[config.mk]
export PLATFORM = sky130hd
export DESIGN_NAME = sipo_collector
export DESIGN_NICKNAME = d
export VERILOG_FILES = /design/src/rtl/sipo_collector.sv
export SDC_FILE = /design/constraint.sdc
export NUM_CORES = 1
export LEC_CHECK = 0
export CORE_AREA = 2 2 39 41
export DETAILED_ROUTE_END_ITERATION = 6
export DIE_AREA = 0 0 41 43
export MAX_ROUTING_LAYER = met4
export PLACE_DENSITY_LB_ADDON = 0.2
export SLEW_MARGIN = 20
export SYNTH_ARGS = -nofsm -noshare
export SYNTH_HDL_FRONTEND = slang
export SYNTH_SLANG_ARGS = --single-unit
export TNS_END_PERCENT = 100
[constraint.sdc]
create_clock -name clk -period 2.3 [get_ports clk]
set_clock_uncertainty 0.05 [all_clocks]
set_input_delay 0.575 -clock clk [delete_from_list [all_inputs] [get_ports clk]]
set_output_delay 0.575 -clock clk [all_outputs]
set_load 0.02 [all_outputs]
[src/rtl/sipo_collector.sv]
// Serial-to-parallel frame collector: gathers WIDTH MSB-first bits after a sync
// strobe and presents each completed frame on a valid/ready output register.
module sipo_collector #(
   parameter int WIDTH = 4
) (
   input  logic             clk,
   input  logic             clear_n,
   input  logic             sync,
   input  logic             Serial_In,
   input  logic             out_ready,
   output logic [WIDTH-1:0] Parallel_Out,
   output logic             out_valid,
   output logic             overrun,
   output logic             busy
);

   localparam int CW = $clog2(WIDTH + 1);
   localparam int SW = WIDTH - 1;
   localparam logic [CW-1:0] LAST_CNT = CW'(WIDTH - 1);
   localparam logic [CW-1:0] FULL_CNT = CW'(WIDTH);

   typedef enum logic [0:0] {
      IDLE  = 1'b0,
      SHIFT = 1'b1
   } state_t;

   state_t           state_r;
   logic [CW-1:0]    count_r;
   logic [SW-1:0]    shift_r;
   logic [WIDTH-1:0] par_r;
   logic             valid_r;
   logic             overrun_r;

   logic             complete_s;
   logic             load_s;
   logic             drop_s;
   logic [WIDTH-1:0] frame_s;

   // Only WIDTH-1 bits are stored; the last bit comes straight from Serial_In.
   assign frame_s    = {shift_r, Serial_In};
   assign complete_s = (state_r == SHIFT) && (count_r == LAST_CNT);
   assign load_s     = complete_s && (!valid_r || out_ready);
   assign drop_s     = complete_s && valid_r && !out_ready;

   // Frame capture FSM plus output register, valid and sticky overrun.
   always_ff @(posedge clk or negedge clear_n) begin
      if (!clear_n) begin
         state_r   <= IDLE;
         count_r   <= {CW{1'b0}};
         shift_r   <= {SW{1'b0}};
         par_r     <= {WIDTH{1'b0}};
         valid_r   <= 1'b0;
         overrun_r <= 1'b0;
      end else begin
         case (state_r)
            IDLE: begin
               if (sync) begin
                  shift_r <= SW'(Serial_In);
                  count_r <= CW'(1);
                  state_r <= SHIFT;
               end else begin
                  state_r <= IDLE;
               end
            end
            SHIFT: begin
               // A sync restarts the frame, whether on the last bit or mid-frame.
               if (sync) begin
                  shift_r <= SW'(Serial_In);
                  count_r <= CW'(1);
                  state_r <= SHIFT;
               end else if (complete_s) begin
                  shift_r <= frame_s[SW-1:0];
                  count_r <= FULL_CNT;
                  state_r <= IDLE;
               end else begin
                  shift_r <= frame_s[SW-1:0];
                  count_r <= count_r + CW'(1);
                  state_r <= SHIFT;
               end
            end
            default: begin
               state_r <= IDLE;
               count_r <= {CW{1'b0}};
            end
         endcase

         if (load_s) begin
            par_r   <= frame_s;
            valid_r <= 1'b1;
         end else if (drop_s) begin
            overrun_r <= 1'b1;
         end else if (valid_r && out_ready) begin
            valid_r <= 1'b0;
         end else begin
            valid_r <= valid_r;
         end
      end
   end

   assign Parallel_Out = par_r;
   assign out_valid    = valid_r;
   assign overrun      = overrun_r;
   assign busy         = (state_r == SHIFT);

endmodule

# Yosys cells after proc, flatten, opt, wreduce, memory -nomap -nowiden
# Index checks and enable logic that the tools add are counted.
dict set report op_classes {
  n_addsub 1
  mux 14
  eq_ne 3
  reduce_logical 11
  n_bitwise 2
}
# operator count
set op_table {}
lappend op_table {{3-bit 2-to-1 mux} 5}
lappend op_table {{3-bit case mux with 2 select lines} 2}
lappend op_table {{1-bit 2-to-1 mux} 6}
lappend op_table {{1-bit logical AND} 5}
lappend op_table {{2-bit != test (second input constant)} 2}
lappend op_table {{2-bit AND reduction} 2}
lappend op_table {{3-bit by 1-bit adder with 3-bit output (second input constant)} 1}
lappend op_table {{3-bit by 2-bit == test with 1-bit output (second input constant)} 1}
lappend op_table {{1-bit zero test} 2}
lappend op_table {{1-bit inverter} 2}
lappend op_table {{1-bit case mux with 2 select lines} 1}
lappend op_table {{2-bit nonzero test} 1}
lappend op_table {{1-bit logical OR} 1}
dict set report word_totals {
  regBits 13
  in_bits 5
  elab_cells 37
  out_inout_bits 7
}

# Depth between registers and ports, before layout
dict set report logic_depth {
  depth_word 6
  mapped_depth 5
  ltp_nobuf 5
}

# Least setup slack after synthesis
# Ideal clock, no wire load.
dict set report synth_timing {
  path_type {flip-flop to flip-flop}
  startpoint {register count_r[0]}
  endpoint {register par_r[0], in the netlist Parallel_Out[0]}
  slack_ps 882
  arrival_time_ps 1243
  synth_period_minus_slack_ps 1418
  stages_incl_launch_ff 6
  n_path_buf 0
  required_time_ps 2125
  setup_ps 125
  path_cell_list {dfrtp_1 > ha_1 > ha_1 > nand2_4 > nor2b_4 > mux2_2}
}
dict set report synth_via {
  elab_chain_len 3
}
# element line_no
set synth_rtl {}
lappend synth_rtl {{start, declared} 28} ;# logic [CW-1:0] count_r;
lappend synth_rtl {{start signal, assigned} 49} ;# count_r <= {CW{1'b0}};
lappend synth_rtl {{start signal, assigned} 77} ;# count_r <= count_r + CW'(1);
lappend synth_rtl {{start signal, assigned} 83} ;# count_r <= {CW{1'b0}};
lappend synth_rtl {{3-bit by 2-bit == test with 1-bit output} 41} ;# assign complete_s = (state_r == SHIFT) && (count_r == LAST_CNT);
lappend synth_rtl {{1-bit logical AND} 41}
lappend synth_rtl {{1-bit logical AND} 42} ;# assign load_s = complete_s && (!valid_r || out_ready);
lappend synth_rtl {{end signal, assigned} 51} ;# par_r <= {WIDTH{1'b0}};
lappend synth_rtl {{end signal, assigned} 88} ;# par_r <= frame_s;
lappend synth_rtl {{end, declared} 30} ;# logic [WIDTH-1:0] par_r;
# Every way passes these cells.
# A chain may end at the register's enable or synchronous reset.

# Worst setup path in the final report
dict set report layout_timing {
  startpoint {register par_r[2], in the netlist Parallel_Out[2]}
  endpoint {output Parallel_Out[2]}
}
# element line_no
set layout_lines {}
lappend layout_lines {{end, declared} 11} ;# output logic [WIDTH-1:0] Parallel_Out,
# No word-level cell between the ends.

==> impl_metrics.ini <==
[timing]
rsz0062_at_grt = false
fin_crit_sh = 0.812
final-hold-violation-count = 0
slew_viol_final = 0
worst_slew_pin_slew_ns = 0.574
clock.fmax_mhz = 536
fin_tns_setup_ns = 0
setup_viol = 0
max_slew_margin = 0.616
min_period_ns = 1.87

[critical_path]
path_buf_inv = 1
crit_chain = clkdlybuf4s50_1
cp.required_ns = 1.67
worst-path-stages = 1
worstSetupEndpointType = output pin
reg2regPathDepth = 5
slowest_delay_ns = 0.61
crit_arrival_ns = 1.24
crit_path_top_delay_cell = clkdlybuf4s50_1
crit_fanout = 2
critPathTopFamily = buffers and inverters
path_class = reg2out
start_kind = register

[drt]
wl_um = 864
routed-via-count = 345
drc = 0
detail_route.vias_per_cell = 4.73
dr.pass1.iters = 2
wl_per_cell_um = 11.8
ant_nets = 0
drt_iter0_drc = 7

[final_layout]
drive_gt1_frac = 0.193
final_nets = 65
postLayoutCoreUtil = 0.507
syn2layout_area_growth_pct = 27.8
fillers = 128
seq_area_um2 = 325
diodes = 0
multi_input_area_um2 = 201

[placement]
numPortBuffers = 11
routabilityCongestion = 0.713
dp_hpwl_um = 634

[power]
p_leak_nw = 0.333
vdd_drop_max_mv = 0.462
power_density_nw_per_um2 = 1280

[clocking]
clkLatencyLatePin_ns = 0.27
cts.clk_slew.worst_paths_ns = 0.08
cts_setup_buffers = 0
cts_hold_buf = 0
cts_made_buffers = 3
post_cts_resized = 0
clkSinkCount = 13
cts-root-buf = clkbuf_4
cts_tree = yes
cts_htree_levels = 1
clk_path_buf_depth = 2

[logic_synthesis]
synth_area_leader_cell = dfrtp_1
yosysSeqAreaShare = 0.592
yosysUniqueCellTypes = 17
avgSynthCellArea_um2 = 13.1
synth.most_common_cell = dfrtp_1
synthTopCellsByCount = dfrtp_1, mux2_2, nor2_1
syn_inst = 42
synth_area_leaders = dfrtp_1, mux2_2, ha_1, mux2i_1, nor2_1
synth_edf_count = 0
synth-async-reset-ratio = 1.00
synth_area_um2 = 549
yosys_warnings = 0
synth_top_cell_area_share = 0.592
synth_nets = 49
ys_seq_elements = 13
synth_flop_cell = dfrtp_1

[global_route]
met1_usage = 0.183
grt_max_degree = 14
grt-busiest-layer = met2
grt_pass1_wl_um = 1570
antenna_found_initial = 0
met2_usage = 0.184
use_met3 = 0.0471
grt_pass1_vias = 367
grt_usage = 0.137
grt_overflow = 0

[floorplanning]
dieWidth_um = 41
start_util = 0.397
io-pin-count = 12
dieArea_um2 = 1760
coreArea_um2 = 1380
fp-row-count = 14
die_h_um = 43

[run]
drv_cap = 0

[min_path]
min_path_type = reg2reg
hold_depth = 1

[outcome]
status = finished, final reports clean
layer usage:
layer	wire, um	vias up	part of all wire
li1	-	173	-
met1	412	162	0.48
met2	403	8	0.47
met3	43	2	0.050
met4	5	0	0.0058
met5	0	-	0
through the flow:
| step | worst slack [ns] | instance area, um2 | hold WS [ns] | cells | power (mW) |
|---|---|---|---|---|---|
| final | 0.433 | 702 | 0.428 | 73 | 0.901 |
| after CTS | 0.407 | 702 | 0.433 | 73 | 0.916 |
| after floorplan | 0.882 | 549 | 0.229 | 42 | 0.621 |
| after global placement | 0.418 | 676 | 0.414 | 69 | 0.777 |
| after detailed placement | 0.386 | 676 | 0.412 | 69 | 0.776 |
| after global routing | 0.365 | 702 | 0.473 | 73 | 0.977 |
power by group:
part	total [mW]	internal, mW	switching (mW)
Sequential	0.361	0.316	0.0455
Combinational	0.404	0.211	0.193
Clock	0.136	0.0671	0.0690
cells in the final DEF (no fill, tap or decap), drive strengths merged:
cell type	netlist	layout
o21bai	1	1
nand2	3	3
nor2b	1	1
a21o	1	1
nand2b	1	1
o31ai	1	1
mux2i	2	2
a21oi	2	2
ha	2	2
clkbuf	0	4
buf	1	1
inv	3	3
mux2	5	5
a311oi	1	1
nor2	4	4
nand3	1	1
dfrtp	13	13
clkdlybuf4s50	0	11
sequential cells by signal, summed over array words and instances (netlist names):
signal        count
overrun           1
Parallel_Out      4
shift_r           3
out_valid         1
busy              1
count_r           3
cell type report:
class                   count  share of cell area
clock buffers               4              0.0374
well taps                  16              0.0285
flip-flops and latches     13               0.463
multi-input cells          25               0.287
inverters                   3              0.0160
repair buffers             12               0.168
worst paths after layout:
| path | startpoint | to | slack (ns) |
|---|---|---|---|
| min in group asynchronous | clear_n | count_r[0] | 0.62 |
| setup reg to reg | count_r[0] | Parallel_Out[3] | 0.76 |
| setup / recovery | Parallel_Out[2] | Parallel_Out[2] | 0.43 |
| hold reg to reg | overrun | overrun | 0.43 |
| hold / removal | overrun | overrun | 0.43 |
| max in group asynchronous | clear_n | busy | 1.20 |
cells by family (layout without fill, tap and decap cells):
logic type | Yosys count | in the layout | share of synthesized area
flip-flops | 13 | 13 | 0.592
AO/OA/AOI/OAI | 6 | 6 | 0.0752
AND/OR/NAND/NOR | 10 | 10 | 0.107
adder cells (fa/ha/maj) | 2 | 2 | 0.0456
buffers and inverters | 4 | 19 | 0.0410
multiplexers | 7 | 7 | 0.139
(Power assumes the default switching activity.)
